<file path="src/rtl/bless_local_ni.sv">
// Local network interface for a bufferless BLESS router port: an injection FIFO feeding
// dinLocal when the router grants a slot, and an ejection FIFO capturing doutLocal.
`ifndef WIDTH_PORT
`define WIDTH_PORT 32
`endif

module bless_local_ni #(
    parameter int FLIT_W    = `WIDTH_PORT,
    parameter int INJ_DEPTH = 4,
    parameter int EJ_DEPTH  = 4
) (
    input  logic              clk,
    input  logic              reset,
    input  logic              inj_valid,
    output logic              inj_ready,
    input  logic [FLIT_W-1:0] inj_data,
    input  logic              inject_ok,
    output logic [FLIT_W-1:0] dinLocal,
    input  logic [FLIT_W-1:0] doutLocal,
    output logic              ej_valid,
    input  logic              ej_ready,
    output logic [FLIT_W-1:0] ej_data,
    output logic              ej_overflow,
    output logic [7:0]        drop_cnt
);

    localparam int IAW = $clog2(INJ_DEPTH);
    localparam int EAW = $clog2(EJ_DEPTH);
    localparam logic [IAW:0] INJ_ONE = 1;
    localparam logic [EAW:0] EJ_ONE  = 1;

    logic [FLIT_W-1:0] r_inj_mem [INJ_DEPTH];
    logic [FLIT_W-1:0] r_ej_mem  [EJ_DEPTH];
    logic [IAW:0]      r_inj_wp, r_inj_rp;
    logic [EAW:0]      r_ej_wp, r_ej_rp;
    logic [FLIT_W-1:0] r_din;
    logic              r_overflow;
    logic [7:0]        r_drop_cnt;

    logic w_inj_full, w_inj_empty, w_inj_push, w_inj_pop;
    logic w_ej_full, w_ej_empty, w_ej_push, w_ej_pop, w_ej_drop;
    logic w_dout_present;

    assign w_inj_full  = (r_inj_wp[IAW] != r_inj_rp[IAW]) &&
                         (r_inj_wp[IAW-1:0] == r_inj_rp[IAW-1:0]);
    assign w_inj_empty = (r_inj_wp == r_inj_rp);
    assign inj_ready   = !w_inj_full && !reset;
    // Zero flits are bubbles: the handshake completes but nothing is stored.
    assign w_inj_push  = inj_valid && inj_ready && (inj_data != '0);
    assign w_inj_pop   = inject_ok && !w_inj_empty;

    assign w_ej_full      = (r_ej_wp[EAW] != r_ej_rp[EAW]) &&
                            (r_ej_wp[EAW-1:0] == r_ej_rp[EAW-1:0]);
    assign w_ej_empty     = (r_ej_wp == r_ej_rp);
    assign w_ej_pop       = !w_ej_empty && ej_ready;
    assign w_dout_present = (doutLocal != '0);
    // The router cannot be stalled, so a full FIFO only accepts if its head leaves this cycle.
    assign w_ej_push      = w_dout_present && (!w_ej_full || w_ej_pop);
    assign w_ej_drop      = w_dout_present && !w_ej_push;

    assign ej_valid    = !w_ej_empty;
    assign ej_data     = w_ej_empty ? '0 : r_ej_mem[r_ej_rp[EAW-1:0]];
    assign dinLocal    = r_din;
    assign ej_overflow = r_overflow;
    assign drop_cnt    = r_drop_cnt;

    always_ff @(posedge clk) begin
        if (w_inj_push) r_inj_mem[r_inj_wp[IAW-1:0]] <= inj_data;
        if (w_ej_push)  r_ej_mem[r_ej_wp[EAW-1:0]]   <= doutLocal;
    end

    always_ff @(posedge clk or posedge reset) begin
        if (reset) begin
            r_inj_wp <= '0;
            r_inj_rp <= '0;
            r_din    <= '0;
        end else begin
            if (w_inj_push) r_inj_wp <= r_inj_wp + INJ_ONE;
            if (w_inj_pop) begin
                r_din    <= r_inj_mem[r_inj_rp[IAW-1:0]];
                r_inj_rp <= r_inj_rp + INJ_ONE;
            end else begin
                r_din    <= '0;
            end
        end
    end

    always_ff @(posedge clk or posedge reset) begin
        if (reset) begin
            r_ej_wp    <= '0;
            r_ej_rp    <= '0;
            r_overflow <= 1'b0;
            r_drop_cnt <= '0;
        end else begin
            if (w_ej_push) r_ej_wp <= r_ej_wp + EJ_ONE;
            if (w_ej_pop)  r_ej_rp <= r_ej_rp + EJ_ONE;
            if (w_ej_drop) begin
                r_overflow <= 1'b1;
                if (r_drop_cnt != 8'hFF) r_drop_cnt <= r_drop_cnt + 8'd1;
            end
        end
    end

endmodule

</file>
<file path="config.mk">
export PLATFORM = sky130hd
export DESIGN_NAME = bless_local_ni
export DESIGN_NICKNAME = d
export VERILOG_FILES = /design/src/rtl/bless_local_ni.sv
export SDC_FILE = /design/constraint.sdc
export NUM_CORES = 1
export LEC_CHECK = 0
export ABC_AREA = 1
export CAP_MARGIN = 20
export CORE_UTILIZATION = 35
export CTS_BUF_LIST = sky130_fd_sc_hd__clkbuf_4
export CTS_CLUSTER_SIZE = 8
export DETAILED_ROUTE_END_ITERATION = 10
export GPL_TIMING_DRIVEN = 0
export MAX_ROUTING_LAYER = met4
export PLACE_DENSITY = 0.64
export SLEW_MARGIN = 10
export SYNTH_ARGS = -nofsm -noshare
export SYNTH_HDL_FRONTEND = slang
export SYNTH_SLANG_ARGS = --single-unit
</file>
<file path="constraint.sdc">
create_clock -name clk -period 3.95 [get_ports clk]
set_input_delay 0.79 -clock clk [delete_from_list [all_inputs] [get_ports clk]]
set_output_delay 0.79 -clock clk [all_outputs]
set_load 0.1 [all_outputs]
</file>
Word-level counts from Yosys, hierarchy flattened
Memory sizes are Yosys's and may differ from the RTL's.
Index checks and enable logic that the tools add are counted.
{"block": "classes", "n_addsub": 5, "n_eq_ne": 7, "muxes": 6, "n_reduce_logical": 19}
{"cell": "32-bit 2-to-1 mux", "n": 2}
{"cell": "32-bit nonzero test", "n": 2}
{"cell": "3-bit by 1-bit adder with 3-bit output, second input constant", "n": 4}
{"cell": "1-bit logical AND", "n": 9}
{"cell": "8-bit by 1-bit adder with 8-bit output, second input constant", "n": 1}
{"cell": "8-bit != test, second input constant", "n": 1}
{"cell": "3-bit equality test", "n": 2}
{"cell": "1-bit zero test", "n": 6}
{"cell": "2-bit equality test", "n": 2}
{"cell": "1-bit 2-to-1 mux", "n": 4}
{"cell": "1-bit != test", "n": 2}
{"cell": "2-bit AND reduction", "n": 1}
{"cell": "1-bit logical OR", "n": 1}
{"block": "totals", "reg_bits": 53, "ramBits": 256, "output_inout_bits": 75, "word_cells": 46, "n_memories": 2}
{"memory": "r_ej_mem", "words": 4, "width": 32, "rd": 1, "rd_clocked_by_memory_dff": 0, "wr": 1, "line_no": "33", "rtl": "logic [FLIT_W-1:0] r_ej_mem [EJ_DEPTH];"}
{"memory": "r_inj_mem", "words": 4, "width": 32, "rd": 1, "rd_clocked_by_memory_dff": 0, "wr": 1, "line_no": "32", "rtl": "logic [FLIT_W-1:0] r_inj_mem [INJ_DEPTH];"}

Longest topological paths before layout
{"block": "depth", "ltp_word": 8, "mapped_depth": 10, "depth_no_buf": 9}

Worst setup path after synthesis
No wires, ideal clock.
{"block": "synth_path", "path_kind": "input -> register", "start": "in reset", "end": "mem r_inj_mem[0][0] (netlist bit), enable pin", "arrival_ns": 3.854, "setup_slack_ns": -0.325, "stages": 5, "n_path_buf": 0, "path_cell_list": "inv_1 nand2_1 nor2_1 nand2_1 nor2_1"}
{"block": "synth_between", "elab_chain_cells": 6}
{"item": "from (decl)", "line_no": "13", "rtl": "input logic reset,"}
{"item": "1-bit zero test (no line)"}
{"item": "1-bit logical AND", "line_no": "47", "rtl": "assign inj_ready = !w_inj_full && !reset;"}
{"item": "1-bit logical AND (2 in a row)", "line_no": "49", "rtl": "assign w_inj_push = inj_valid && inj_ready && (inj_data != '0);"}
{"item": "1-bit 2-to-1 mux", "line_no": "68", "rtl": "if (w_inj_push) r_inj_mem[r_inj_wp[IAW-1:0]] <= inj_data;"}
{"item": "1-bit 2-to-1 mux (implied by the code)", "line_no": "68"}
{"item": "to (decl)", "line_no": "32"}
Every way passes these cells.

Worst setup path after layout
{"block": "layout_path", "start": "reg r_ej_rp[0]", "end": "out ej_data[18]"}
{"block": "layout_between", "elab_chain_cells": 2}
{"item": "from (decl)", "line_no": "35", "rtl": "logic [EAW:0] r_ej_wp, r_ej_rp;"}
{"item": "from (signal assigned)", "line_no": "96", "rtl": "if (w_ej_pop) r_ej_rp <= r_ej_rp + EJ_ONE;"}
{"item": "memory 4 x 32 bit or 3-bit equality test (tied branches)"}
{"item": "32-bit 2-to-1 mux (*)", "line_no": "62", "rtl": "assign ej_data = w_ej_empty ? '0 : r_ej_mem[r_ej_rp[EAW-1:0]];"}
{"item": "to (decl)", "line_no": "22", "rtl": "output logic [FLIT_W-1:0] ej_data,"}
Mark *: on every way between the ends. The rest lies on a longest branch, timed or not.

==> impl_summary.txt <==
----------------------------------------------------
[Global route]
  Total overflow reported by the global router ... 0
  Antenna violations before repair ... 2
  All-Layer GR Usage ... 16.90%
  Largest net degree at the start of global routing ... 55
  Number of global-route vias before repair ... 8422
  Wire length of the first global-routing pass ... 45460 um

[Placed design]
  HPWL reported at the end of detailed placement ... 18330 um
  Dpl ws ... -308.1 ps
  Port Buffers ... 143
  Final GP Congestion ... 0.8044

[STA]
  Transition time at the pin with the least slew margin ... 1103 ps
  Final setup violation count ... 0
  Period minus WS final ... 3741 ps
  Final hold vios ... 0
  Final worst setup slack ... 208.8 ps
  Headroom to the max-slew limit ... 26.24%
  Achievable clock frequency ... 0.2673 GHz
  RSZ-0062 raised after global routing ... false
  Max-slew violations ... 0
  Final period util ... 94.71%
  Largest clock skew in the final design ... 58.40 ps

[Clock tree]
  Clock transition at the registers of the reported paths ... 60 ps
  H-tree depth ... 3
  CTS max path bufs ... 3
  Clock latency of the later-clocked register in the worst-skew pair ... 700 ps
  TritonCTS clock tree ... built
  Num CTS Buffers ... 81
  Hold buffer count at CTS ... 0
  Total clock sinks ... 309
  CTS root buffer ... clkbuf_4

[Logic synthesis]
  Number of synthesis warnings ... 0
  Cell area after synthesis ... 0.01232 mm2
  Number of instances in the synthesized netlist ... 1027
  Cell types occupying the most area after synthesis ... edfxtp_1 62%, dfrtp_1 11%, nor2_1 7.2%
  Dominant cell type by area after synthesis ... edfxtp_1
  Sequential cell area fraction in the yosys report ... 73.18%
  Flip-flop and latch count after synthesis ... 309
  Number of nets in the synthesized netlist ... 1107
  Number of library cell types mapped by synthesis ... 28
  Yosys top cell area share ... 62.41%
  Mean instance size in the synthesized netlist ... 11.99 um2

[Routing]
  Count of nets left with antenna violations after detail routing ... 0
  Count of TritonRoute iterations in the first routing pass ... 4
  Via count ... 8349
  DR iter-0 viols ... 395
  WL final ... 29010 um
  Wirelength per Cell ... 16.31 um
  Via count normalized by instance count ... 4.696
  Count of unresolved DRC violations after routing ... 0

[Min path]
  Worst min-delay path class ... reg2reg

[Layout]
  Share of post-route cells with drive strength above 1 ... 15.53%
  Area taken by flip-flops and latches ... 0.009014 mm2
  Nets ... 1341
  Synthesis-to-finish area growth ... 26.70%
  Fill cell count ... 3203
  Area of the multi-input gates ... 0.002823 mm2

[Die]
  Height of the die ... 189.6 um
  Rows ... 68
  Ports ... 144
  Overall die area ... 0.03594 mm2
  Initial Utilization ... 35.66%
  Core area ... 0.03454 mm2
  Width of the die ... 189.6 um

[Critical path]
  CP peak stage delay ... 540 ps
  Worst path arrival time ... 2950 ps
  Critical path required time ... 3160 ps
  Chain of cells forming the critical path ... buf_6 -> inv_2 -> buf_2 -> clkbuf_1 -> o21ai_0 -> o22ai_1 -> nand2_1 -> inv_1 -> clkdlybuf4s15_2
  Critical Path Fanout Max ... 10
  Capturing element type of the critical path ... primary output
  CP Class ... reg2out
  Cell with the largest stage delay on the worst path ... clkdlybuf4s15_2
  Type of element launching the critical path ... register

[Run status]
  Status ... finished, final reports clean

[Flow run]
  Max-capacitance violation count ... 0

----------------------------------------------------
placed cells by master, fill, tap and decap left out, types with 14 or more instances in the layout:
cell type	instances
inv_1	74
o22ai_1	32
o21ai_0	131
nand4_1	16
clkbuf_1	22
clkdlybuf4s50_1	109
nor2_1	229
edfxtp_1	256
clkinv_1	14
buf_2	15
dfrtp_1	53
clkdlybuf4s15_2	20
nand2_1	98
clkbuf_4	121
a21oi_1	33
worst max-delay path, delay by kind of cell, from the launching register on:
kind	cells	cell delay, ps
compound gates	2	390
simple gates	1	80
flops	1	420
buf+inv	6	1400
area by class of cell:
type | instances | share of cell area, %
clock inverter | 21 | 1.066
antenna | 3 | 0.04811
tap | 455 | 3.648
multi-input combinational | 590 | 18.09
buffer | 50 | 1.588
timing repair buffer | 151 | 10.09
inverter | 78 | 1.892
clock buffer | 121 | 5.821
sequential | 309 | 57.76
per-stage QoR:
stage | std cells | cell area (um2) | TNS [ps] | utilization [%] | hold slack [ps]
6_report | 1778 | 15610 | 0 | 45.18 | 464.5
3_3_place_gp | 1625 | 14320 | -530080 | 41.45 | 438.1
2_1_floorplan | 1027 | 12320 | -41660 | - | 500.3
5_1_grt | 1777 | 15600 | 0 | 45.17 | 486.6
3_5_place_dp | 1633 | 14550 | -308.1 | 42.11 | 444.7
4_1_cts | 1775 | 15640 | 0 | 45.27 | 478.5
worst paths after layout:
| kind | from | end | depth (start not counted) | slack [ps] |
|---|---|---|---|---|
| setup / recovery | r_ej_rp[0]$_DFFE_PP0P_ | ej_data[18] | 9 | 210 |
| hold / removal | ej_overflow$_DFFE_PP0P_ | ej_overflow$_DFFE_PP0P_ | 1 | 460 |
| setup reg to reg | r_inj_rp[1]$_DFFE_PP0P_ | r_inj_mem[3][5]$_DFFE_PP_ | 8 | 1460 |
| hold reg to reg | ej_overflow$_DFFE_PP0P_ | ej_overflow$_DFFE_PP0P_ | 1 | 460 |
| max in group asynchronous | reset | r_ej_rp[0]$_DFFE_PP0P_ | 2 | 2750 |
| min in group asynchronous | reset | r_inj_wp[0]$_DFFE_PP0P_ | 2 | 650 |
cell usage after synthesis:
master and n:
dfrtp_1 53, nand2_2 1, buf_2 15, nand2_4 1, a21oi_1 33, nand3_2 1
ha_1 11, xor2_2 1, buf_4 1, o22ai_1 32, o21ai_0 131, nand3_1 11
inv_1 75, a21o_1 1, nand3b_1 1, edfxtp_1 256, nand3_4 1, buf_6 5
nand4_1 16, inv_2 3, buf_1 6, xor2_1 6, or2_1 1, xnor2_1 5
nor2_1 237, clkbuf_1 23, nand2_1 98, and2_1 2
routing by layer:
metal,part of all wire [%],track usage (%),vias up
li1,-,-,4063
met1,42,20.79,3955
met2,49,27.20,284
met3,7.3,4.187,47
met4,1.5,5.707,0
met5,0,-,-
repair_timing:
action | in CTS | in global routing
endpoints found under the setup margin | 33 | 13
resized for setup | 77 | 21
setup buffers | 0 | 0
state kept, by name, summed over array words and instances (netlist names):
| register | flops |
|---|---|
| dinLocal | 32 |
| drop_cnt | 8 |
| ej_overflow | 1 |
| r_ej_mem | 128 |
| r_ej_rp | 3 |
| r_ej_wp | 3 |
| r_inj_mem | 128 |
| r_inj_rp | 3 |
| r_inj_wp | 3 |
cell families after synthesis:
group / count (synthesis) / synth area share [%]
AND/OR/NAND/NOR: 370 / 12.05
flip-flops: 309 / 73.18
AO/OA/AOI/OAI: 197 / 8.350
buffers and inverters: 128 / 4.388
XOR/XNOR: 12 / 0.9143
adder cells (fa/ha/maj): 11 / 1.117
Power is left out: the tool's default activity adds up to more than one toggle a clock period on the data nets, which glitch-free logic cannot reach.
